===== src/rtl/led_scan_ctrl_pkg.sv =====
// Shared definitions for the HUB75-style LED scan controller.
// Holds the FSM state encoding, register field positions and default geometry.
package led_scan_ctrl_pkg;

    typedef enum logic [2:0] {
        ST_IDLE    = 3'd0,
        ST_FETCH   = 3'd1,
        ST_CLK_LO  = 3'd2,
        ST_CLK_HI  = 3'd3,
        ST_BLANK   = 3'd4,
        ST_LATCH   = 3'd5,
        ST_DISPLAY = 3'd6,
        ST_NEXT    = 3'd7
    } scan_state_t;

    localparam int CTRL_EN_BIT  = 0;
    localparam int DIV_W        = 8;
    localparam int BRIGHT_W     = 16;

    localparam int ST_BUSY_BIT  = 0;
    localparam int ST_PLANE_LSB = 2;
    localparam int ST_PLANE_W   = 2;
    localparam int ST_ROW_LSB   = 8;
    localparam int ST_ROW_W     = 4;
    localparam int ST_FRAME_LSB = 16;
    localparam int ST_FRAME_W   = 16;

    localparam int DEF_COLS     = 64;
    localparam int DEF_ROW_BITS = 4;
    localparam int DEF_PLANES   = 4;

endpackage


===== src/rtl/led_scan_ctrl_scan_timer.sv =====
// Loadable down-counter shared by the hub_clk, latch and OE phases.
// Loading N-1 on state entry makes the state last exactly N cycles.
module scan_timer #(
    parameter int W = 18
) (
    input  logic         clk,
    input  logic         rst,
    input  logic         i_load,
    input  logic [W-1:0] i_value,
    output logic         o_done
);

    logic [W-1:0] r_count;

    always_ff @(posedge clk or negedge rst) begin
        if (!rst) begin
            r_count <= '0;
        end else if (i_load) begin
            r_count <= i_value;
        end else if (r_count != '0) begin
            r_count <= r_count - W'(1);
        end
    end

    assign o_done = (r_count == '0);

endmodule


===== src/rtl/led_scan_ctrl.sv =====
// Row/bit-plane scan controller for HUB75 LED panels with binary-coded modulation.
// Reads one framebuffer word per column, shifts it out, latches the row and pulses OE.
module led_scan_ctrl
    import led_scan_ctrl_pkg::*;
#(
    parameter int COLS     = DEF_COLS,
    parameter int ROW_BITS = DEF_ROW_BITS,
    parameter int PLANES   = DEF_PLANES,
    localparam int PL_W    = (PLANES > 1) ? $clog2(PLANES) : 1,
    localparam int COL_W   = (COLS > 1) ? $clog2(COLS) : 1
) (
    input  logic                          clk,
    input  logic                          rst,
    input  logic [31:0]                   ctrl_reg,
    input  logic [31:0]                   div_reg,
    input  logic [31:0]                   bright_reg,
    output logic [31:0]                   status,
    output logic [PL_W+ROW_BITS+COL_W-1:0] fb_addr,
    output logic                          fb_rd,
    input  logic [5:0]                    fb_rdata,
    output logic                          hub_r1,
    output logic                          hub_g1,
    output logic                          hub_b1,
    output logic                          hub_r2,
    output logic                          hub_g2,
    output logic                          hub_b2,
    output logic                          hub_clk,
    output logic                          hub_lat,
    output logic                          hub_oe_n,
    output logic [ROW_BITS-1:0]           hub_addr,
    output scan_state_t                   o_dbg_state
);

    // Wide enough for bright << (PLANES-1) without overflow, never below 18 bits.
    localparam int OE_W = (BRIGHT_W + PLANES - 1 > 18) ? BRIGHT_W + PLANES - 1 : 18;

    scan_state_t           r_state;
    scan_state_t           w_next;
    logic [PL_W-1:0]       r_plane;
    logic [ROW_BITS-1:0]   r_row;
    logic [COL_W-1:0]      r_col;
    logic [15:0]           r_frame;
    logic [DIV_W-1:0]      r_div;
    logic [BRIGHT_W-1:0]   r_bright;
    logic [5:0]            r_hub_data;
    logic [ROW_BITS-1:0]   r_hub_addr;
    logic                  r_rd_d;

    logic                  w_en;
    logic                  w_col_last;
    logic                  w_plane_last;
    logic                  w_row_last;
    logic                  w_frame_done;
    logic                  w_sample_regs;
    logic [OE_W-1:0]       w_oe_len;
    logic [OE_W-1:0]       w_div_m1;
    logic                  w_tmr_load;
    logic [OE_W-1:0]       w_tmr_value;
    logic                  w_tmr_done;
    logic                  w_unused_bits;

    assign w_en         = ctrl_reg[CTRL_EN_BIT];
    assign w_col_last   = (r_col == COL_W'(COLS - 1));
    assign w_plane_last = (r_plane == PL_W'(PLANES - 1));
    assign w_row_last   = (r_row == '1);
    assign w_frame_done = w_plane_last && w_row_last;
    assign w_oe_len     = OE_W'(r_bright) << r_plane;
    assign w_div_m1     = OE_W'(r_div) - OE_W'(1);
    assign w_sample_regs = (w_next == ST_FETCH) &&
                           ((r_state == ST_IDLE) || (r_state == ST_NEXT));
    assign w_unused_bits = &{1'b0, ctrl_reg[31:1], div_reg[31:DIV_W], bright_reg[31:BRIGHT_W]};

    scan_timer #(.W(OE_W)) u_timer (
        .clk     (clk),
        .rst     (rst),
        .i_load  (w_tmr_load),
        .i_value (w_tmr_value),
        .o_done  (w_tmr_done)
    );

    always_comb begin
        w_next      = r_state;
        w_tmr_load  = 1'b0;
        w_tmr_value = '0;
        case (r_state)
            ST_IDLE: begin
                if (w_en) w_next = ST_FETCH;
            end
            ST_FETCH: begin
                w_next      = ST_CLK_LO;
                w_tmr_load  = 1'b1;
                w_tmr_value = w_div_m1;
            end
            ST_CLK_LO: begin
                if (w_tmr_done) begin
                    w_next      = ST_CLK_HI;
                    w_tmr_load  = 1'b1;
                    w_tmr_value = w_div_m1;
                end
            end
            ST_CLK_HI: begin
                if (w_tmr_done) w_next = w_col_last ? ST_BLANK : ST_FETCH;
            end
            ST_BLANK: begin
                w_next      = ST_LATCH;
                w_tmr_load  = 1'b1;
                w_tmr_value = w_div_m1;
            end
            ST_LATCH: begin
                // A zero-length plane skips DISPLAY so OE never pulses low.
                if (w_tmr_done) begin
                    if (w_oe_len == '0) begin
                        w_next = ST_NEXT;
                    end else begin
                        w_next      = ST_DISPLAY;
                        w_tmr_load  = 1'b1;
                        w_tmr_value = w_oe_len - OE_W'(1);
                    end
                end
            end
            ST_DISPLAY: begin
                if (w_tmr_done) w_next = ST_NEXT;
            end
            ST_NEXT: begin
                w_next = (w_frame_done && !w_en) ? ST_IDLE : ST_FETCH;
            end
            default: w_next = ST_IDLE;
        endcase
    end

    always_ff @(posedge clk or negedge rst) begin
        if (!rst) begin
            r_state    <= ST_IDLE;
            r_plane    <= '0;
            r_row      <= '0;
            r_col      <= '0;
            r_frame    <= '0;
            r_div      <= DIV_W'(1);
            r_bright   <= '0;
            r_hub_data <= '0;
            r_hub_addr <= '0;
            r_rd_d     <= 1'b0;
        end else begin
            r_state <= w_next;
            r_rd_d  <= (r_state == ST_FETCH);
            // fb_rdata is valid exactly one cycle after the FETCH strobe.
            if (r_rd_d) r_hub_data <= fb_rdata;
            if (w_sample_regs) begin
                r_div    <= (div_reg[DIV_W-1:0] == '0) ? DIV_W'(1) : div_reg[DIV_W-1:0];
                r_bright <= bright_reg[BRIGHT_W-1:0];
            end
            if ((r_state == ST_CLK_HI) && w_tmr_done) begin
                r_col <= w_col_last ? '0 : r_col + COL_W'(1);
                if (w_col_last) r_hub_addr <= r_row;
            end
            if (r_state == ST_NEXT) begin
                if (w_plane_last) begin
                    r_plane <= '0;
                    r_row   <= w_row_last ? '0 : r_row + ROW_BITS'(1);
                    if (w_row_last) r_frame <= r_frame + 16'd1;
                end else begin
                    r_plane <= r_plane + PL_W'(1);
                end
            end
        end
    end

    assign fb_rd    = (r_state == ST_FETCH);
    assign fb_addr  = {r_plane, r_row, r_col};
    assign {hub_r1, hub_g1, hub_b1, hub_r2, hub_g2, hub_b2} = r_hub_data;
    assign hub_clk  = (r_state == ST_CLK_HI);
    assign hub_lat  = (r_state == ST_LATCH);
    assign hub_oe_n = (r_state != ST_DISPLAY);
    assign hub_addr = r_hub_addr;
    assign o_dbg_state = r_state;

    always_comb begin
        status = '0;
        status[ST_BUSY_BIT] = (r_state != ST_IDLE);
        status[ST_PLANE_LSB +: ST_PLANE_W] = ST_PLANE_W'(r_plane);
        status[ST_ROW_LSB +: ST_ROW_W]     = ST_ROW_W'(r_row);
        status[ST_FRAME_LSB +: ST_FRAME_W] = r_frame;
    end

endmodule


===== config.mk =====
export PLATFORM = sky130hd
export DESIGN_NAME = led_scan_ctrl
export DESIGN_NICKNAME = d
export VERILOG_FILES = /design/src/rtl/led_scan_ctrl_pkg.sv /design/src/rtl/led_scan_ctrl_scan_timer.sv /design/src/rtl/led_scan_ctrl.sv
export SDC_FILE = /design/constraint.sdc
export NUM_CORES = 1
export LEC_CHECK = 0
export ABC_CLOCK_PERIOD_IN_PS = 6140
export CAP_MARGIN = 20
export CELL_PAD_IN_SITES_DETAIL_PLACEMENT = 1
export CELL_PAD_IN_SITES_GLOBAL_PLACEMENT = 1
export CORE_UTILIZATION = 38
export DETAILED_ROUTE_END_ITERATION = 7
export PLACE_DENSITY = 0.9
export RECOVER_POWER = 25
export SKIP_CTS_REPAIR_TIMING = 1
export SYNTH_ARGS = -nofsm -noshare
export SYNTH_HDL_FRONTEND = slang
export SYNTH_SLANG_ARGS = --single-unit

===== constraint.sdc =====
create_clock -name clk -period 6.14 [get_ports clk]
set_input_delay 0.614 -clock clk [delete_from_list [all_inputs] [get_ports clk]]
set_output_delay 0.614 -clock clk [all_outputs]
set_load 0.02 [all_outputs]

==> results of run 1 <==
## metrics by stage
| stage | worst slack (ps) | std cells | hold WS (ps) | util, % |
|---|---|---|---|---|
| 6_report | 2520 | 822 | 192 | 47.6 |
| 5_1_grt | 2280 | 822 | 229 | 47.6 |
| 4_1_cts | 2560 | 821 | 70.9 | 47.5 |
| 3_5_place_dp | 2720 | 805 | 445 | 45.2 |
| 3_3_place_gp | 2860 | 805 | 438 | 45.2 |
| 2_1_floorplan | 2860 | 580 | 318 | - |
## critical path: cells and delay by family (launching register included)
kind                       cells  cell delay [ps]
and+or+nand+nor                4             2120
AOI/OAI and AO/OA              3              690
DFF                            1              440
adders and majority gates      1              140
buffers and inverters          1              120
## area by class of cell
| cell class | count | area share, % |
|---|---|---|
| Multi-Input combinational cell | 442 | 45.9 |
| Inverter | 10 | 0.565 |
| Clock buffer | 10 | 3.60 |
| Timing Repair Buffer | 89 | 13.4 |
| Tap cell | 180 | 3.39 |
| Clock inverter | 6 | 1.13 |
| Sequential cell | 85 | 32.1 |
## power by group
part           switching (mW)  leakage, nW  internal [mW]  total (mW)
Combinational           0.612         1.36          0.499        1.11
Clock                   0.251        0.152          0.334       0.585
Sequential              0.266         1.09          0.726       0.992
## metal layers
metal / up-vias / GRT usage [%] / part of all wire (%)
li1: 2167 / - / -
met1: 2408 / 27.6 / 39
met2: 132 / 41.4 / 53
met3: 38 / 3.62 / 4.2
met4: 0 / 10.3 / 3.2
met5: - / 0 / 0
## how the worst max path moves through the flow
stage | end | slack (ps) | depth (start not counted)
6_report | u_timer.r_count[10]$_DFFE_PN0P_ | 2520 | 9
5_1_grt | u_timer.r_count[10]$_DFFE_PN0P_ | 2280 | 9
4_1_cts | u_timer.r_count[10]$_DFFE_PN0P_ | 2560 | 9
3_5_place_dp | u_timer.r_count[9]$_DFFE_PN0P_ | 2720 | 9
3_3_place_gp | u_timer.r_count[9]$_DFFE_PN0P_ | 2860 | 9
2_1_floorplan | u_timer.r_count[1]$_DFFE_PN0P_ | 2860 | 12
## flip-flops by register name, indices dropped and copies added, names as in the netlist
register / cells
u_timer.r_count: 19
r_bright: 16
r_frame: 16
r_div: 8
r_col: 6
r_hub_data: 6
hub_addr: 4
r_row: 4
o_dbg_state: 3
r_plane: 2
r_rd_d: 1
## cell usage in the layout (no fill, tap or decap), drive strengths merged, types with 5 or more instances in the layout
cell type and n:
a21o 6, a21oi 22, clkbuf 12, clkdlybuf4s50 83, conb 9, dfrtp 84, ha 9, inv 14
mux2 42, mux2i 15, nand2 58, nand2b 5, nand3 19, nand4 11, nor2 39, nor3 18
nor4 9, o21ai 45, o31ai 11, or3 8, or4 6, xnor2 39, xor2 16
## kinds of logic (layout without fill, tap and decap cells)
family                   count (synthesis)  after routing
XOR/XNOR                                55             55
AO/OA/AOI/OAI                          115            115
other                                    1              9
adder cells (fa/ha/maj)                  9              9
AND/OR/NAND/NOR                        195            195
flip-flops                              85             85
multiplexers                            59             59
buffers and inverters                   53            115
==> flow_summary.json, run 1 <==
{
  "drt_iter0_drc": 175,
  "synth.most_common_cell": "dfrtp_1",
  "synth-simple-area-share_pct": 18.7,
  "synth_top_family_by_area": "simple AND/OR/NAND/NOR gates",
  "setup_tns_ps": 0,
  "rsz0062_at_grt": "false",
  "cts.sinks": 85,
  "hp-class": "primary input to asynchronous set/reset pin",
  "grt_pass1_vias": 5104,
  "finalInstanceArea_mm2": 0.00664,
  "syn_area_per_cell_um2": 9.49,
  "cts_tree": "yes",
  "ys_seq_area_share_pct": 39.2,
  "cts_root_buf": "clkbuf_16",
  "syn_to_final_growth_pct": 22.3,
  "slowest_delay_ps": 590,
  "overflow": 0,
  "slew_headroom_pct": 41.8,
  "yosysTopAreaCell": "dfrtp_1",
  "period_share_pct": 59.0,
  "cts-buffers-inserted": 9,
  "dieHeight_um": 122,
  "seq_area_mm2": 0.00213,
  "postRouteWirelength_mm": 16.6,
  "critPathSlowestCell": "and2_1",
  "status": "complete, no violations",
  "core_mm2": 0.0139,
  "cp_max_fo": 17,
  "synth_fa_ha_area_share_pct": 2.07,
  "viasPerCell": 5.77,
  "final-max-slew-violation-count": 0,
  "first_pass_iters": 4,
  "antenna_found_initial": 0,
  "drv_cap": 0,
  "reg2reg_slack_ps": 2520,
  "grt_pass1_wl_mm": 26.8,
  "ff2ff_path_depth": 9,
  "layout_min_cycle_time_ps": 3620,
  "yosysTopAreaCellShare_pct": 38.7,
  "worstMarginPinSlew_ps": 873,
  "remaining_drc_errors": 0,
  "rr_startpoint": "u_timer.r_count[1]$_DFFE_PN0P_",
  "powerDensity_mw_per_mm2": 405,
  "place_area_mm2": 0.00630,
  "synth-xor-area-share_pct": 8.87,
  "synth.top_cells.by_count": "dfrtp_1 (84), nand2_1 (58), mux2_2 (42)",
  "routedWlPerCell_um": 20.2,
  "drive_gt1_share_pct": 12.0,
  "yosysUniqueCellTypes": 63,
  "numPortBuffers": 84,
  "vias": 4745,
  "p_leak_nw": 2.60,
  "dpl.hpwl_mm": 11.5,
  "grt_max_degree": 78,
  "max_freq_ghz": 0.276,
  "fp-row-count": 43,
  "arrival_ps": 3890,
  "ctsHtreeMaxLevel": 3,
  "n_antenna_cell": 0,
  "ir_worst_vdd_mv": 0.237,
  "r2r_end": "u_timer.r_count[10]$_DFFE_PN0P_",
  "nets": 750,
  "ys_seq_elements": 85,
  "syn_inst": 572,
  "critPathRequiredTime_ps": 6400,
  "finalPower_mw": 2.69,
  "synth_top_cells_by_area": "dfrtp_1 (39%), mux2_2 (8.7%), xnor2_1 (6.3%), nand2_1 (4.0%), o21ai_0 (3.8%)",
  "synth_flop_cell": "dfrtp_1",
  "start_kind": "register",
  "insertion_delay_ps": 360,
  "path_cells": "inv_1, ha_1, nor4b_1, nor4b_2, and2_1, a21oi_2, nor4_4, a211oi_1, a21oi_1",
  "crit_path_start": "u_timer.r_count[1]$_DFFE_PN0P_",
  "num_io_pins": 165,
  "skew_ps": 13.3,
  "synthMuxAreaShare_pct": 12.4,
  "clock_path_buffers": 2,
  "gp_congestion": 0.845,
  "setup.worst_path.end_class": "register",
  "ys_warn_count": 0,
  "synth_edf_count": 0,
  "ant_nets": 0,
  "final_hold_viol_count": 0,
  "grt_util_all_layers_pct": 23.3,
  "synth_area_mm2": 0.00543,
  "finalSetupViolations": 0,
  "fp.dieW_um": 122,
  "path_clk_slew_ps": 70,
  "initial_core_util_pct": 39.0,
  "multiInputGateArea_mm2": 0.00305,
  "worstSetupPathType": "register to register",
  "fill_cells": 1552,
  "synth-compound-area-share_pct": 13.3,
  "die_area_mm2": 0.0148,
  "async_reset_ff_share_pct": 100
}
(Power assumes the default switching activity.)
==> inputs of run 2 (changes only) <==
--- a/config.mk
+++ b/config.mk
@@ -5,13 +5,13 @@
 export SDC_FILE = /design/constraint.sdc
 export NUM_CORES = 1
 export LEC_CHECK = 0
-export ABC_CLOCK_PERIOD_IN_PS = 6140
+export ABC_CLOCK_PERIOD_IN_PS = 3000
 export CAP_MARGIN = 20
 export CELL_PAD_IN_SITES_DETAIL_PLACEMENT = 1
 export CELL_PAD_IN_SITES_GLOBAL_PLACEMENT = 1
-export CORE_UTILIZATION = 38
+export CORE_UTILIZATION = 32
 export DETAILED_ROUTE_END_ITERATION = 7
-export PLACE_DENSITY = 0.9
+export PLACE_DENSITY = 0.81
 export RECOVER_POWER = 25
 export SKIP_CTS_REPAIR_TIMING = 1
 export SYNTH_ARGS = -nofsm -noshare
==> constraint.sdc (replaced) <==
create_clock -name clk -period 3 [get_ports clk]
set_input_delay 0.3 -clock clk [delete_from_list [all_inputs] [get_ports clk]]
set_output_delay 0.3 -clock clk [all_outputs]
set_load 0.02 [all_outputs]
==> flow_summary.json, run 2 (synthesized netlist as in run 1, its figures left out) <==
{
  "rsz0062_at_grt": "false",
  "status": "complete, no violations",
  "hp-start": "r_frame[12]$_DFFE_PN0P_",
  "ctsHtreeMaxLevel": 3,
  "setup.worst_path.end_class": "register",
  "finalSetupViolations": 0,
  "insertion_delay_ps": 350,
  "finalPower_mw": 5.40,
  "p_leak_nw": 2.69,
  "die_area_mm2": 0.0175,
  "vias": 4631,
  "seq_area_mm2": 0.00213,
  "cts_tree": "yes",
  "slowest_delay_ps": 530,
  "drive_gt1_share_pct": 14.8,
  "n_antenna_cell": 0,
  "fp-row-count": 47,
  "drv_cap": 0,
  "hp-class": "register to register",
  "slew_headroom_pct": 34.6,
  "fin_ws_ps": 210,
  "cp_top_family": "simple AND/OR/NAND/NOR gates",
  "path_cells": "buf_4, or3b_4, a21o_1, or3_4, or4_4, xor2_1, o21ai_1",
  "place_ws_ps": 112,
  "clock_path_buffers": 2,
  "utilization_pct": 41.1,
  "dpl.hpwl_mm": 11.5,
  "final_cell_mix": "dfrtp_1 (83), clkdlybuf4s50_1 (83), nand2_1 (58), mux2_2 (42), o21ai_0 (41)",
  "first_pass_iters": 4,
  "crit_path_start": "r_plane[1]$_DFFE_PN0P_",
  "path_depth": 7,
  "start_kind": "register",
  "layout_min_cycle_time_ps": 2790,
  "cp_max_fo": 15,
  "skew_ps": 10.3,
  "syn_to_final_growth_pct": 25.4,
  "setup_tns_ps": 0,
  "drt_iter0_drc": 205,
  "critPathSlowestCell": "or4_4",
  "core_mm2": 0.0166,
  "worstMarginPinSlew_ps": 980,
  "grt_max_degree": 86,
  "viasPerCell": 5.26,
  "r2r_end": "u_timer.r_count[17]$_DFFE_PN0P_",
  "ff2ff_path_depth": 7,
  "critPathRequiredTime_ps": 3220,
  "grt_pass1_wl_mm": 25.7,
  "dieHeight_um": 132,
  "ant_nets": 0,
  "routedWlPerCell_um": 17.8,
  "cts-buffers-inserted": 9,
  "overflow": 0,
  "cts.sinks": 85,
  "worstSetupPathType": "register to register",
  "multiInputGateArea_mm2": 0.00305,
  "reg_top3": "u_timer.r_count: 19 flops, r_bright: 16 flops, r_frame: 16 flops",
  "gp_congestion": 0.834,
  "fill_cells": 1910,
  "final_hold_viol_count": 0,
  "worstHoldPathCells": 1,
  "grt_pass1_vias": 4888,
  "worstHoldEndpoint": "r_frame[12]$_DFFE_PN0P_",
  "grt_util_all_layers_pct": 18.4,
  "postRouteWirelength_mm": 15.7,
  "num_io_pins": 165,
  "max_freq_ghz": 0.358,
  "hold_ws_ps": 507,
  "nets": 769,
  "antenna_found_initial": 0,
  "remaining_drc_errors": 0,
  "path_clk_slew_ps": 70,
  "crit_buf_inv": 1,
  "largest_register_ffs": 19,
  "arrival_ps": 3010,
  "cts_root_buf": "clkbuf_16",
  "rr_startpoint": "r_plane[1]$_DFFE_PN0P_",
  "fp.dieW_um": 132,
  "initial_core_util_pct": 32.7,
  "period_share_pct": 93.0,
  "reg2reg_slack_ps": 210,
  "final-max-slew-violation-count": 0,
  "numPortBuffers": 84,
  "regMostFlops": "u_timer.r_count",
  "ir_worst_vdd_mv": 0.384,
  "powerDensity_mw_per_mm2": 793
}
[run 2: layer usage]
layer	track usage, %	share of wire (%)	vias to the layer above
met3	2.92	3.1	21
met1	22.7	43	2331
met5	0	0	-
met4	6.45	2.1	0
li1	-	-	2203
met2	32.6	52	76
[run 2: power breakdown]
group	switching (mW)	total [mW]	leakage, nW	internal, mW
combinational	1.22	2.31	1.46	1.08
sequential	0.459	1.95	1.09	1.49
clock	0.499	1.15	0.143	0.649
total	2.18	5.40	2.69	3.22
[run 2: area by class of cell]
cell class | instances | area share [%]
repair buffers | 108 | 14.9
flip-flops and latches | 85 | 31.3
clock inverters | 6 | 1.01
inverters | 10 | 0.551
multi-input cells | 442 | 44.9
well taps | 220 | 4.04
clock buffers | 9 | 3.31
[run 2: worst reg2reg max path: cells and delay by family, from the launching register on]
family,cells,cell delay [ps]
compound gates,2,370
flops,1,460
xor+xnor,1,240
simple gates,3,1350
buf+inv,1,250
[run 2: worst max path at each step]
stage                                       to  slack (ps)
2_1_floorplan   u_timer.r_count[1]$_DFFE_PN0P_          20
3_3_place_gp    u_timer.r_count[9]$_DFFE_PN0P_          90
6_report       u_timer.r_count[17]$_DFFE_PN0P_         210
5_1_grt        u_timer.r_count[15]$_DFFE_PN0P_          60
3_5_place_dp    u_timer.r_count[9]$_DFFE_PN0P_         110
4_1_cts         u_timer.r_count[9]$_DFFE_PN0P_          90
[run 2: through the flow]
stage | cells | area [µm²]
3_5_place_dp | 863 | 6490
3_3_place_gp | 863 | 6490
4_1_cts | 878 | 6790
6_report | 880 | 6810
5_1_grt | 880 | 6810
2_1_floorplan | 580 | 5460
==> RTL change 1, RTL diff (config.mk and constraints of run 2) <==
The package constant `DIV_W` goes from 8 to 6.
--- a/src/rtl/led_scan_ctrl_pkg.sv
+++ b/src/rtl/led_scan_ctrl_pkg.sv
@@ -16,3 +16,3 @@
     localparam int CTRL_EN_BIT  = 0;
-    localparam int DIV_W        = 8;
+    localparam int DIV_W        = 6;
     localparam int BRIGHT_W     = 16;
Formal check against the unedited RTL: not equivalent (Yosys sat finds a counterexample within 4 cycles, from zero or initial values and one cycle with rst low).
==> RTL change 1 against run 2 <==
- the run now ends with DRC left
- wire length fell by 10%
- synthesized area fell by 5.0%
- power fell by 8.6%
- count of clock-buffer cells in the layout rose by 1
- final area fell by 3.9%
- critical endpoint is now r_bright[15]
- sequential share of layout area rose by 0.50 points
- critical path depth did not move
- clock skew rose by 0.0030 ns
- sequential cell count fell by 2
- first-iteration DRC count fell by 21%
- worst setup slack got worse by 0.033 ns
==> RTL change 1: results (changes against run 2) <==
status=complete, but fails checks; failing checks=DRC; P_leak=2.64 nW (-1.7%); routed wire length=14100 um (-10%); hold-critical path endpoint=r_frame[15]; metal3 WL=409 um (-15%); synth cell count leaders=82 x dfrtp_1, 42 x o21ai_0, 37 x mux2_2; Buffers on Ports=82 (-2.4%); top cells by area, synth=dfrtp_1 40%, mux2_2 8.1%, xnor2_1 4.9%; Total GRT Usage=17.4% (-1.0 points); Routed met2 length=7280 um (-10%); pin count of the biggest net entering global routing=84 (-2.3%); Yosys cell types=59 (-6.3%); worst clock skew=0.0133 ns (+0.00299 ns); DRC=1 (+1); GR met1 Demand/Resource=22.1% (-0.52 points); nets@finish=727 (-5.5%); Async S/R FF share, synth=100% (unchanged); Compound-Gate Fraction of Synth Area=12.7% (-0.68 points); Internal Dissipation=0.00300 W (-6.7%); global-route wire length before repair=22900 um (-11%); worst reg2reg path depth=7 (unchanged); Detail Placement HPWL=10500 um (-8.9%); Clock power frac=23.6% (+2.4 points); yosys warns=0 (unchanged); fill cell count=1804 (-5.5%); r2r setup slk=0.18 ns (-0.03 ns); reg-to-reg endpoint=r_bright[15]; M1 wire length=6140 um (-8.9%); n_diodes=0 (unchanged); post-synthesis mux area share=13.6% (+1.1 points); RR Startpoint=u_timer.r_count[5]; sequential power=0.00187 W (-4%); DR pass1 iterations=6 (+2); Slew @ Worst Pin=1.48 ns (+0.499 ns); routed vias=4357 (-5.9%); Hold WS=0.475 ns (-0.0320 ns); H-tree depth=3 (unchanged); vias in the first global route=4485 (-8.2%); Seq/Total Area, Yosys=40.3% (+1.1 points); drt initial violations=161 (-21%); met2 usage=30.0% (-2.5 points); CP arrival=3.05 ns (+0.04 ns); highest cell delay on the worst timing path=0.59 ns (+0.06 ns); routability congestion estimate from global placement=0.817 (-2.0%); dpl ws=0.189 ns (+0.0769 ns); adder-cell share of the synthesized area=2.18% (+0.11 points); slowest CP cell=or4_1; maximum VDD drop=477 uV (+24%); Placed Instances=817 (-5.3%); min-delay src=r_frame[15]; Cell Area, Placed=0.00622 sq mm (-4.2%); Vias/cell=5.22 (-0.85%); layout cells sized above 1=14.1% (-0.79 points); critical-path maximum fanout=22 (+7); met3 Use GR=2.66% (-0.26 points); Syn Inst Count=528 (-7.7%); Hold Crit Class=reg -> reg; area share of the largest cell type after synthesis=39.8% (+1.1 points); xor/xnor share of the synthesized area=8.49% (-0.38 points)
## RTL change 1: cell types whose count changed after synthesis, sizes merged, moves of 4 or more
cell,run 2,this run
a21oi,22,27
nor3,18,24
clkbuf,18,10
nor2,39,35
o31ai,11,7
xor2,16,21
nand2,58,36
xnor2,39,29
## RTL change 1: cell type report
cell class / instances / area (sq um) / share of cell area [%]
Tap cell: 216 / 270 / 4.13
Clock inverter: 6 / 71.3 / 1.09
Clock buffer: 10 / 239 / 3.65
Sequential cell: 83 / 2080 / 31.8
Timing Repair Buffer: 103 / 987 / 15.1
Inverter: 13 / 48.8 / 0.746
Multi-Input combinational cell: 404 / 2850 / 43.5
## RTL change 1: worst max path at each step
stage | slack, ns | endpoint | cells past startpoint
CTS | 0.16 | u_timer.r_count[9] | 8
global placement | 0.24 | r_bright[10] | 7
finish | 0.18 | r_bright[15] | 7
floorplan | 0.05 | u_timer.r_count[18] | 12
global route | 0.009 | u_timer.r_count[18] | 11
detailed placement | 0.19 | u_timer.r_count[18] | 7
==> RTL change 2, RTL diff (config.mk and constraints of run 2) <==
Made on the original files. Put a register stage on the output `fb_addr`. The value now appears one clock later. The other outputs are not delayed to match.
--- a/src/rtl/led_scan_ctrl.sv
+++ b/src/rtl/led_scan_ctrl.sv
@@ -168,3 +168,5 @@
     assign fb_rd    = (r_state == ST_FETCH);
-    assign fb_addr  = {r_plane, r_row, r_col};
+    always_ff @(posedge clk) begin
+        fb_addr <= {r_plane, r_row, r_col};
+    end
     assign {hub_r1, hub_g1, hub_b1, hub_r2, hub_g2, hub_b2} = r_hub_data;
Formal check against the unedited RTL: not equivalent (Yosys sat finds a counterexample within 10 cycles, from zero or initial values and one cycle with rst low).
==> RTL change 2 against run 2 <==
- the flow now finishes with violations (capacitance limit, slew limit)
- power increased by 5.9%
- final area grew 6.2%
- wire length fell by 2.0%
- sequential cell count rose by 12
- hold slack lost 0.14 ns
- sequential power is 7% higher
- worst setup slack lost 0.018 ns
- synthesized area is 5.9% higher
- largest cell class unchanged
- largest power group unchanged
==> RTL change 2: results (changes against run 2) <==
pin count of the biggest net entering global routing=65 (-24%); Async S/R FF share, synth=87.6% (-12 points); nets@finish=792 (+3.0%); Detail Placement HPWL=11100 um (-3.6%); CP arrival=3.04 ns (+0.03 ns); slowest CP cell=dfrtp_2; Yosys cell types=75 (+19%); highest cell delay on the worst timing path=0.49 ns (-0.04 ns); synth cell count leaders=84 x dfrtp_1, 54 x nand2_1, 41 x mux2_2; wire per inst=16.9 um (-5.1%); worst clock skew=0.0114 ns (+0.00109 ns); status=complete, but fails checks; vias in the first global route=4999 (+2.3%); routability congestion estimate from global placement=0.793 (-4.9%); Hold Crit Class=in -> async; Total GRT Usage=17.8% (-0.59 points); P_leak=2.89 nW (+7.7%); critical-path maximum fanout=18 (+3); global-route wire length before repair=25900 um (+0.72%); CP top delay family=compound AO/OA/AOI/OAI gates; Seq/Total Area, Yosys=41.2% (+2.0 points); failing checks=capacitance limit, slew limit; routed vias=4845 (+4.6%); fill cell count=1978 (+3.6%); layout cells sized above 1=15.8% (+0.94 points); maximum VDD drop=395 uV (+2.9%); drt initial violations=287 (+40%); Slew @ Worst Pin=1.70 ns (+0.719 ns); r2r setup slk=0.19 ns (-0.02 ns); Slew Viols, Final=65 (+65); top cells by area, synth=dfrtp_1 37%, mux2_2 8.0%, xnor2_1 4.6%; MaxCap Viol Count=1 (+1)
## RTL change 2: power breakdown
group / leakage [nW] / total [W] / internal [W] / switching, W
Clock: 0.156 / 0.00125 / 0.000671 / 0.000581
Combinational: 1.55 / 0.00239 / 0.00112 / 0.00127
Sequential: 1.19 / 0.00208 / 0.00165 / 0.000427
Total: 2.89 / 0.00572 / 0.00345 / 0.00228
## RTL change 2: metrics by stage
| step | worst slack, ns | instance area [sq um] | instances | hold WS (ns) | total power, W |
|---|---|---|---|---|---|
| after floorplan | 0.0699 | 5780 | 596 | 0.00441 | 0.00369 |
| after global placement | 0.210 | 6900 | 892 | 0.408 | 0.00438 |
| after detailed placement | 0.221 | 6910 | 893 | 0.412 | 0.00449 |
| after CTS | 0.199 | 7230 | 909 | 0.0703 | 0.00579 |
| after global routing | 0.00625 | 7230 | 909 | 0.445 | 0.00613 |
| final | 0.192 | 7230 | 909 | 0.366 | 0.00572 |
## RTL change 2: worst min path at each step
stage,startpoint,endpoint,slack (ns),depth (start not counted)
finish,rst,r_hub_data[0],0.37,1
global route,r_col[5],fb_addr[5],0.45,0
CTS,rst,r_hub_data[0],0.07,1
detailed placement,r_col[5],fb_addr[5],0.41,0
global placement,r_col[5],fb_addr[5],0.41,0
floorplan,rst,hub_addr[0],0.004,0
## RTL change 2: final cells by class
cell class,instances,share of cell area [%]
multi-input combinational,449,43.8
sequential,97,32.8
timing repair buffer,111,14.6
tap,225,3.89
clock buffer,9,3.11
clock inverter,7,1.28
inverter,11,0.571
## RTL change 2: cell families after synthesis
logic type,synth area share (%)
simple gates,20.5
compound gates,14.1
flops,41.2
mux,10.6
buf+inv,4.42
xor+xnor,7.16
fa+ha+maj,1.96
other cells,0.0652
## RTL change 2: routing by layer
layer / wire, um / part of all wire (%) / GRT usage, %
met5: 0 / 0 / 0
met4: 285 / 1.9 / 5.86
met3: 671 / 4.4 / 3.58
met2: 7450 / 49 / 29.8
met1: 6940 / 45 / 22.8
## RTL change 2: worst register-to-register path, cell delays in order (launching register included)
cell	delay [ns]
dfrtp_2	0.49
buf_4	0.22
buf_4	0.23
or3b_2	0.47
o31ai_1	0.13
o221ai_1	0.33
o21ai_2	0.38
buf_12	0.20
nand2b_1	0.14
o211ai_1	0.10
